## src/rtl/fetch_sequencer_pkg.sv

```systemverilog
// fetch_sequencer_pkg
//   Types and constants shared by the fetch sequencer and the control decoder.
//   state_t : sequencer FSM states
//   stage_t : 2-bit stage code driven to the control decoder
//   HALT_OP : opcode that ends the program
package fetch_sequencer_pkg;

    typedef enum logic [2:0] {
        ST_IDLE,
        ST_FETCH,
        ST_EXEC,
        ST_UPDATE,
        ST_HALT
    } state_t;

    typedef enum logic [1:0] {
        STG_FETCH  = 2'b00,
        STG_EXEC   = 2'b01,
        STG_UPDATE = 2'b10
    } stage_t;

    localparam logic [4:0] HALT_OP = 5'b11111;

endpackage

```

## src/rtl/fetch_sequencer_return_stack.sv

```systemverilog
// return_stack
//   Return-address stack for the fetch sequencer.
//   Optional feature macro: FETCH_STACK_ERR_EN
//     defined   : sp has one extra bit; pushes when full and pops when empty
//                 are dropped, and full/empty are exported for error flagging.
//     undefined : sp wraps modulo DEPTH (overflow overwrites the oldest entry).
//   Ports:
//     clk, reset : clock, async active-high reset (clears sp only)
//     push, pop  : one-cycle requests (never both at once)
//     din        : address pushed
//     dout       : current top entry, stack[sp-1]
//     full/empty : only with FETCH_STACK_ERR_EN
module return_stack #(
    parameter int PCW   = 10,
    parameter int DEPTH = 4
) (
    input  logic           clk,
    input  logic           reset,
    input  logic           push,
    input  logic           pop,
    input  logic [PCW-1:0] din,
    output logic [PCW-1:0] dout
`ifdef FETCH_STACK_ERR_EN
    ,
    output logic           full,
    output logic           empty
`endif
);

    localparam int AW = (DEPTH > 1) ? $clog2(DEPTH) : 1;
`ifdef FETCH_STACK_ERR_EN
    localparam int SPW = AW + 1;
`else
    localparam int SPW = AW;
`endif

    logic [SPW-1:0] sp;
    logic [PCW-1:0] mem [DEPTH];
    logic [AW-1:0]  wr_idx;
    logic [AW-1:0]  rd_idx;
    logic           do_push;
    logic           do_pop;

    assign wr_idx = sp[AW-1:0];
    // Low sp bits minus one wraps, so an empty pop reads the last slot.
    assign rd_idx = sp[AW-1:0] - AW'(1);
    assign dout   = mem[rd_idx];

`ifdef FETCH_STACK_ERR_EN
    assign full    = (sp == SPW'(DEPTH));
    assign empty   = (sp == '0);
    assign do_push = push && !full;
    assign do_pop  = pop && !empty;
`else
    assign do_push = push;
    assign do_pop  = pop;
`endif

    always_ff @(posedge clk or posedge reset) begin
        if (reset) begin
            sp <= '0;
        end else if (do_push) begin
            sp <= sp + SPW'(1);
        end else if (do_pop) begin
            sp <= sp - SPW'(1);
        end
    end

    // Storage is intentionally not reset.
    always_ff @(posedge clk) begin
        if (do_push) begin
            mem[wr_idx] <= din;
        end
    end

endmodule

```

## src/rtl/fetch_sequencer.sv

```systemverilog
// fetch_sequencer
//   Multi-cycle front end: fetches one instruction per FETCH/EXEC/UPDATE pass,
//   latches it for the control decoder and computes the next PC from the
//   decoder's jump/call/ret outputs using a return-address stack.
//   Optional feature macro: FETCH_STACK_ERR_EN (adds sticky stack_err output
//   and saturating stack boundaries).
//   Ports:
//     clk, reset      : clock, async active-high reset
//     start           : pulse in IDLE begins execution from PC 0
//     instr_in        : ROM data at address pc
//     jump/call/ret   : decoder outputs, sampled in UPDATE only
//     branch_taken    : condition result for conditional jumps
//     target          : jump/call destination
//     pc              : ROM address
//     opcode, operand : latched instruction fields
//     stage           : 00 fetch, 01 execute, 10 PC update
//     done            : program halted
//     stack_err       : only with FETCH_STACK_ERR_EN
module fetch_sequencer #(
    parameter int         PCW     = 10,
    parameter int         IW      = 9,
    parameter int         DEPTH   = 4,
    parameter logic [4:0] HALT_OP = fetch_sequencer_pkg::HALT_OP
) (
    input  logic          clk,
    input  logic          reset,
    input  logic          start,
    input  logic [IW-1:0] instr_in,
    input  logic          jump,
    input  logic          call,
    input  logic          ret,
    input  logic          branch_taken,
    input  logic [PCW-1:0] target,
    output logic [PCW-1:0] pc,
    output logic [4:0]    opcode,
    output logic [IW-6:0] operand,
    output logic [1:0]    stage,
    output logic          done
`ifdef FETCH_STACK_ERR_EN
    ,
    output logic          stack_err
`endif
);

    import fetch_sequencer_pkg::*;

    state_t         state;
    state_t         state_nxt;
    logic [IW-1:0]  ir;
    logic [PCW-1:0] pc_inc;
    logic [PCW-1:0] pc_nxt;
    logic [PCW-1:0] ret_addr;
    logic           in_update;
    logic           do_push;
    logic           do_pop;
`ifdef FETCH_STACK_ERR_EN
    logic           stk_full;
    logic           stk_empty;
`endif

    assign opcode  = ir[IW-1:IW-5];
    assign operand = ir[IW-6:0];

    // State register
    always_ff @(posedge clk or posedge reset) begin
        if (reset) begin
            state <= ST_IDLE;
        end else begin
            state <= state_nxt;
        end
    end

    // Next-state logic
    always_comb begin
        state_nxt = state;
        unique case (state)
            ST_IDLE:   if (start) state_nxt = ST_FETCH;
            ST_FETCH:  state_nxt = (instr_in[IW-1:IW-5] == HALT_OP) ? ST_HALT : ST_EXEC;
            ST_EXEC:   state_nxt = ST_UPDATE;
            ST_UPDATE: state_nxt = ST_FETCH;
            ST_HALT:   state_nxt = ST_HALT;
            default:   state_nxt = ST_IDLE;
        endcase
    end

    // Outputs
    always_comb begin
        stage = STG_FETCH;
        done  = 1'b0;
        unique case (state)
            ST_EXEC:   stage = STG_EXEC;
            ST_UPDATE: stage = STG_UPDATE;
            ST_HALT:   done  = 1'b1;
            default:   ;
        endcase
    end

    assign in_update = (state == ST_UPDATE);
    assign pc_inc    = pc + PCW'(1);
    // ret outranks call, so a simultaneous call must not push.
    assign do_pop    = in_update && ret;
    assign do_push   = in_update && !ret && call;

    always_comb begin
        pc_nxt = pc_inc;
        if (ret) begin
`ifdef FETCH_STACK_ERR_EN
            if (!stk_empty) pc_nxt = ret_addr;
`else
            pc_nxt = ret_addr;
`endif
        end else if (call || (jump && branch_taken)) begin
            pc_nxt = target;
        end
    end

    always_ff @(posedge clk or posedge reset) begin
        if (reset) begin
            pc <= '0;
            ir <= '0;
        end else begin
            if (state == ST_FETCH) ir <= instr_in;
            if (in_update)         pc <= pc_nxt;
        end
    end

`ifdef FETCH_STACK_ERR_EN
    always_ff @(posedge clk or posedge reset) begin
        if (reset) begin
            stack_err <= 1'b0;
        end else if ((do_pop && stk_empty) || (do_push && stk_full)) begin
            stack_err <= 1'b1;
        end
    end
`endif

    return_stack #(
        .PCW   (PCW),
        .DEPTH (DEPTH)
    ) u_return_stack (
        .clk   (clk),
        .reset (reset),
        .push  (do_push),
        .pop   (do_pop),
        .din   (pc_inc),
        .dout  (ret_addr)
`ifdef FETCH_STACK_ERR_EN
        ,
        .full  (stk_full),
        .empty (stk_empty)
`endif
    );

endmodule

```

## config.mk

```make
export PLATFORM = sky130hd
export DESIGN_NAME = fetch_sequencer
export DESIGN_NICKNAME = d
export VERILOG_FILES = /design/src/rtl/fetch_sequencer_pkg.sv /design/src/rtl/fetch_sequencer_return_stack.sv /design/src/rtl/fetch_sequencer.sv
export SDC_FILE = /design/constraint.sdc
export NUM_CORES = 1
export LEC_CHECK = 0
export CAP_MARGIN = 20
export CORE_AREA = 3 3 82 84
export DETAILED_ROUTE_END_ITERATION = 7
export DIE_AREA = 0 0 85 87
export GPL_TIMING_DRIVEN = 0
export PLACE_DENSITY = 0.78
export SYNTH_ARGS = -nofsm -noshare
export SYNTH_HDL_FRONTEND = slang
export SYNTH_SLANG_ARGS = --single-unit
```

## constraint.sdc

```tcl
create_clock -name clk -period 2.2 [get_ports clk]
set_input_delay 0.66 -clock clk [delete_from_list [all_inputs] [get_ports clk]]
set_output_delay 0.66 -clock clk [all_outputs]
set_load 0.005 [all_outputs]
```

==> metrics.txt, run 1 <==
Adder-Cell Fraction of Synth Area=2.17%; WL per Instance=18.3 µm; final period demand of the worst path=2.14 ns; Inserted Clock Buffers=9; Post-Layout Inst Area=between 3000 and 4000 µm²; layout cells sized above 1=17.8%; TritonCTS clock tree=yes; Initial Util=48.0%; register bit count reported by yosys=64; overall routed net length=6280 µm; H-tree levels=3; P_leak=between 1 and 1.5 nW; Core Rows=28; setup repair after global routing missed its margin=no; fraction of the mapped netlist area in compound gates=a little under a tenth; data arrival at the endpoint of the critical path=2.33 ns; antenna-violating nets left=0; maximum ir drop on the vdd rail=0.787 mV; placed cells=325; critical path endpoint category=flip-flop; # port buffers=47; hold violation count in the final report=0; setup skew after layout=0.00833 ns; vias in the first global route=between 2000 and 2500; placed wire-length estimate after detailed placement=4220 µm; Die Area=7400 µm²; cell types with the highest counts after synthesis=40 x sky130_fd_sc_hd__edfxtp_1, 24 x sky130_fd_sc_hd__dfrtp_1, 15 x sky130_fd_sc_hd__nor2_1; number of design rule violations left after detail routing=0; Hold Slack=0.505 ns; element type at the critical path start=input pin; maximum fanout encountered on the critical timing path=10; fraction of synthesized area in multiplexers=12.6%; Avg Inst Size Synth=14.2 µm²; worst skew pair latency=about 0.33 ns; number of nets in the synthesized netlist=234; fin crit share=97.2%; kind of path behind the tightest hold check=reg -> reg; share of synthesized registers carrying an async set or reset=37.5%; leftover overflow at the end of global routing=0; post-route insts no fill=roughly 340; Setup violations, final=0; vias per inst=5.70; initial antenna violation count=0; placed cell area=3440 µm²; number of max-cap violations=0; CTS sink count=64; filler instances=465; first-pass GRT wire length=just over 10000 µm; Final Max Tran Viols=0; total routing resource utilization after global routing=18.2%; post-synthesis cell type with the largest combined area=sky130_fd_sc_hd__edfxtp_1; Power Dens Cells=1310 nW/µm²; clock transition time at the flip-flop clock pins of the worst setup and hold paths=0.06 ns; fmax=468 MHz; post-synthesis sequential area ratio=62.6%; leading cell type by number of instances after synthesis=sky130_fd_sc_hd__edfxtp_1; Post-Syn Instances=203; Setup CP Type=in -> reg; post-synthesis simple-gate area fraction=8.57%; count of TritonRoute iterations in the first routing pass=4; vias after detailed routing=1962; cell types with the largest area share after synthesis=sky130_fd_sc_hd__edfxtp_1 42%, sky130_fd_sc_hd__dfrtp_1 21%, sky130_fd_sc_hd__mux4_1 6.4%; cts hold-fix bufs=0; register-to-register setup slack=0.08 ns; number of diodes added for antenna fixing=0; leading register cell type out of synthesis=sky130_fd_sc_hd__edfxtp_1; headroom to the max-slew limit=37.5%; y dimension of the die=between 80 and 90 µm; data required time of the worst path=2.39 ns; Die Span X=about 85 µm; status=complete, no violations; final net count=295; main combinational cell family by area after synthesis=multiplexers; pin count of the biggest net entering global routing=25; Least-Margin Pin Slew=0.937 ns; share of the synthesized netlist area taken by xor and xnor gates=between 1.5 and 2%; netlist area before placement=2880 µm²; Longest Clk Path Bufs=2; Iter 0 DRT Violations=103; Core Region=5990 µm²; top-level port count=48; RD Place Congestion=0.779; total of warnings raised by yosys=0; CTS root buffer=sky130_fd_sc_hd__clkbuf_8; number of enable-type register cells in the synthesized netlist=40; area growth from synthesis to layout=28.1%; Yosys cell types=41; share of Yosys cell area claimed by the top area cell type=41.7%
-- kinds of logic (layout without fill, tap and decap cells) --
family                     count (synthesis)  count (layout)
AOI/OAI and AO/OA                         41              41
muxes                                     20              20
xor gates and xnor gates                   6               6
adders and majority gates                  5               5
DFF                                       64              64
and+or+nand+nor                           50              50
buffers and inverters                     17              83
-- cell type report --
type	count	area [µm²]	area share, %
buffer	9	61.3	1.66
clock buffer	11	131	3.56
clock inverter	5	47.5	1.29
inverter	8	30.0	0.815
multi-input combinational	122	1020	27.7
sequential	64	1810	49.0
tap	75	93.8	2.55
timing repair buffer	50	493	13.4
-- through the flow --
stage	total power [mW]	setup slack (ns)	util [%]	setup TNS (ns)
5_1_grt	5.12	0.0113	61.5	0
3_5_place_dp	3.84	-0.336	57.5	-14.67
4_1_cts	4.82	0.00654	61.3	0
2_1_floorplan	3.05	0.158	-	0
3_3_place_gp	3.77	-0.303	57.5	-12.33
6_report	4.82	0.0612	61.5	0
-- report_power, final --
| group | internal [mW] | leakage [nW] | switching (mW) | total (mW) |
|---|---|---|---|---|
| clock network | 0.512 | 0.0922 | 0.403 | 0.915 |
| logic | 1.05 | 0.726 | 0.903 | 1.96 |
| registers | 1.70 | 0.639 | 0.251 | 1.95 |
| total | 3.26 | 1.46 | 1.56 | 4.82 |
-- registers in the layout (all words and copies together), names as in the netlist --
register            flops
ir                      9
pc                     10
state                   3
u_return_stack.mem     40
u_return_stack.sp       2
-- worst max-delay path, stage by stage --
cell	delay (ns)
sky130_fd_sc_hd__clkdlybuf4s50_1	0.62
sky130_fd_sc_hd__a21o_1	0.16
sky130_fd_sc_hd__buf_2	0.24
sky130_fd_sc_hd__nor2_1	0.08
sky130_fd_sc_hd__a2111oi_0	0.47
sky130_fd_sc_hd__nor2_1	0.10
-- worst paths after layout --
path                             to  cells past startpoint                 start
hold / removal                ir[2]                      1                 ir[2]
setup reg to reg              pc[5]                      7  u_return_stack.sp[0]
min in group asynchronous     pc[4]                      2                 reset
hold reg to reg               ir[2]                      1                 ir[2]
setup / recovery              pc[0]                      6                  call
max in group asynchronous  state[0]                      2                 reset
-- repair_timing --
| item | 4_1_cts | 5_1_grt |
|---|---|---|
| setup buffers | 3 | 0 |
| pin swaps | 1 | 0 |
| setup endpoints to repair | 49 | 45 |
| resized for setup | 10 | 8 |
-- layer usage --
metal / wire, µm / global-route usage (%)
met1: 2650 / 22.2
met4: 94 / 7.63
met2: 3020 / 29.9
met5: 0 / 0
met3: 513 / 5.96
-- cell usage in the layout, fill, tap and decap left out, drive strengths merged, types with 5 or more instances in the layout --
| cell | count |
|---|---|
| buf | 10 |
| mux2 | 9 |
| nand2 | 12 |
| a21o | 5 |
| inv | 8 |
| o21ai | 10 |
| mux4 | 10 |
| clkdlybuf4s50 | 44 |
| clkbuf | 13 |
| nor2 | 15 |
| a21oi | 10 |
| dfrtp | 24 |
| nand3 | 5 |
| edfxtp | 40 |
| and3 | 5 |
| ha | 5 |
Note: power is estimated with default switching activity, not from simulation.
==> run 2: changes to the inputs <==
ABC_CLOCK_PERIOD_IN_PS = 2200   (was not set)
GPL_TIMING_DRIVEN = not set   (was 0)
==> metrics.txt, run 2 (same netlist as run 1, synthesis figures left out) <==
leftover overflow at the end of global routing=0 (unchanged); flip-flop count of the largest register, all copies and words added=40 (unchanged); worst skew pair latency=0.34 ns (about the same); Hold Slack=0.512 ns (+0.00681 ns); hold path depth=1 (unchanged); data required time of the worst path=1.54 ns (-0.85 ns); Core Region=5990 µm² (unchanged); highest-delay cell along the critical path=sky130_fd_sc_hd__clkdlybuf4s50_1; setup repair after global routing missed its margin=no; vias in the first global route=1996 (-1.5%); top layer in use=met4; Biggest register=u_return_stack.mem; Max stage delay on crit path=0.58 ns (-0.04 ns); antenna-violating nets left=0 (unchanged); critical path endpoint category=primary output; routed length on met2=3090 µm (+2.4%); most common library cell in the layout ignoring fill and taps=sky130_fd_sc_hd__clkdlybuf4s50_1; Final Max Tran Viols=0 (unchanged); element type at the critical path start=flip-flop; overall routed net length=6440 µm (+2.5%); total stage count of the critical path=1 (-5); Least-Margin Pin Slew=0.465 ns (-0.472 ns); area growth from synthesis to layout=32.0%; H-tree levels=3 (unchanged); Power Dens Cells=1320 nW/µm² (+0.66%); hold violation count in the final report=0 (unchanged); status=complete, no violations; setup skew after layout=0.00908 ns (+0.000752 ns); pin count of the biggest net entering global routing=25 (unchanged); RD Place Congestion=0.867 (+11%); headroom to the max-slew limit=68.8% (+31 points); Longest Clk Path Bufs=2 (unchanged); number of max-cap violations=0 (unchanged); maximum ir drop on the vdd rail=0.651 mV (-17%); fin crit share=95.8% (-1.4 points); Iter 0 DRT Violations=130 (+26%); # port buffers=47 (unchanged); CTS root buffer=sky130_fd_sc_hd__clkbuf_8; Initial Util=48.0% (unchanged); vias after detailed routing=1979 (+0.87%); y dimension of the die=87 µm (unchanged); buffer and inverter count on the worst path=1 (-1); clock transition time at the flip-flop clock pins of the worst setup and hold paths=0.07 ns (about the same); number of diodes added for antenna fixing=0 (unchanged); total routing resource utilization after global routing=18.8% (+0.62 points); P_leak=1.55 nW (+6.1%); net load switching power=1.61 mW (+3.3%); CTS sink count=64 (unchanged); register-to-register setup slack=0.33 ns (+0.25 ns); fraction of power spent switching nets=32.2% (-0.16 points); vias per inst=5.62 (-1.4%); WL per Instance=18.3 µm (+0.12%); clock power share=21.8% (+2.8 points); Setup violations, final=0 (unchanged); metal3 WL=375 µm (-27%); TritonCTS clock tree=yes; placed wire-length estimate after detailed placement=4590 µm (+8.8%); commonest cells after routing, fill and taps aside=44 x sky130_fd_sc_hd__clkdlybuf4s50_1, 40 x sky130_fd_sc_hd__edfxtp_1, 22 x sky130_fd_sc_hd__dfrtp_1; leading registers by flop count=u_return_stack.mem (40), pc (10), ir (9); fmax=474 MHz (+1.5%); Die Area=7400 µm² (unchanged); number of design rule violations left after detail routing=0 (unchanged); Inserted Clock Buffers=9 (unchanged); Setup CP Type=reg -> out; post-route insts no fill=352 (+2.3%); Die Span X=85 µm (unchanged); Internal Pwr Total=3.39 mW (+4.0%); largest delay contributor family on the critical path=buffers and inverters; part of the power in registers=38.8% (-1.6 points); placed cells=335 (+3.1%); combinational share of power=39.4% (-1.2 points); count of TritonRoute iterations in the first routing pass=5 (+1); first-pass GRT wire length=10200 µm (+1.6%); final period demand of the worst path=2.11 ns (-0.0311 ns); maximum fanout encountered on the critical timing path=9 (-1); initial antenna violation count=0 (unchanged); routed length on met1=2780 µm (+4.6%); data arrival at the endpoint of the critical path=1.45 ns (-0.88 ns); cts hold-fix bufs=0 (unchanged); top-level port count=48 (unchanged); filler instances=446 (-4.1%); cells traversed along the worst timing path=clkdlybuf4s50_1; layout cells sized above 1=19.5% (+1.7 points); kind of path behind the tightest hold check=reg -> reg; worst reg2reg path depth=4 (-3); final net count=303 (+2.7%); Core Rows=28 (unchanged)
run 2: timing repair:
item,4_1_cts,5_1_grt
gates resized for setup,1,7
pin swaps,0,1
setup buffers,1,0
endpoints found under the setup margin,3,3
run 2: power groups by stage:
stage / Clock (mW) / Sequential (mW) / Combinational (mW)
global placement: 0 / 1.93 / 1.91
CTS: 1.11 / 1.93 / 1.98
finish: 1.09 / 1.94 / 1.97
detailed placement: 0 / 1.95 / 1.97
global route: 1.17 / 1.99 / 2.14
floorplan: 0 / 1.91 / 1.14
run 2: metal layers:
layer / up-vias / GRT usage, %
li1: 910 / -
met1: 966 / 24.3
met2: 86 / 28.6
met3: 17 / 4.73
met4: 0 / 11.7
met5: - / 0
run 2: final timing paths:
kind	start	end
worst max register to register	pc[2]	pc[9]
worst min register to register	ir[0]	ir[0]
worst min-delay path	ir[0]	ir[0]
worst max-delay path	pc[2]	pc[2]
max in group asynchronous	reset	state[0]
min in group asynchronous	reset	ir[3]
run 2: stage by stage:
| step | utilization [%] | setup WS [ns] | instance area [µm²] | setup TNS [ns] | power [mW] |
|---|---|---|---|---|---|
| 6_report | 63.4 | 0.0924 | 3800 | 0 | 5.00 |
| 3_5_place_dp | 59.1 | 0.0424 | 3540 | 0 | 3.92 |
| 3_3_place_gp | 59.1 | 0.0639 | 3540 | 0 | 3.84 |
| 2_1_floorplan | - | 0.158 | 2880 | 0 | 3.05 |
| 5_1_grt | 63.4 | 0.0313 | 3800 | 0 | 5.30 |
| 4_1_cts | 63.0 | -0.0502 | 3780 | -0.0984 | 5.02 |
run 2: layout make-up:
cell class / count / area (µm²) / share of cell area (%)
Timing Repair Buffer: 67 / 641 / 16.9
Inverter: 8 / 30.0 / 0.790
Sequential cell: 64 / 1800 / 47.5
Clock buffer: 9 / 124 / 3.26
Tap cell: 75 / 93.8 / 2.47
Multi-Input combinational cell: 122 / 1010 / 26.6
Clock inverter: 7 / 96.3 / 2.54
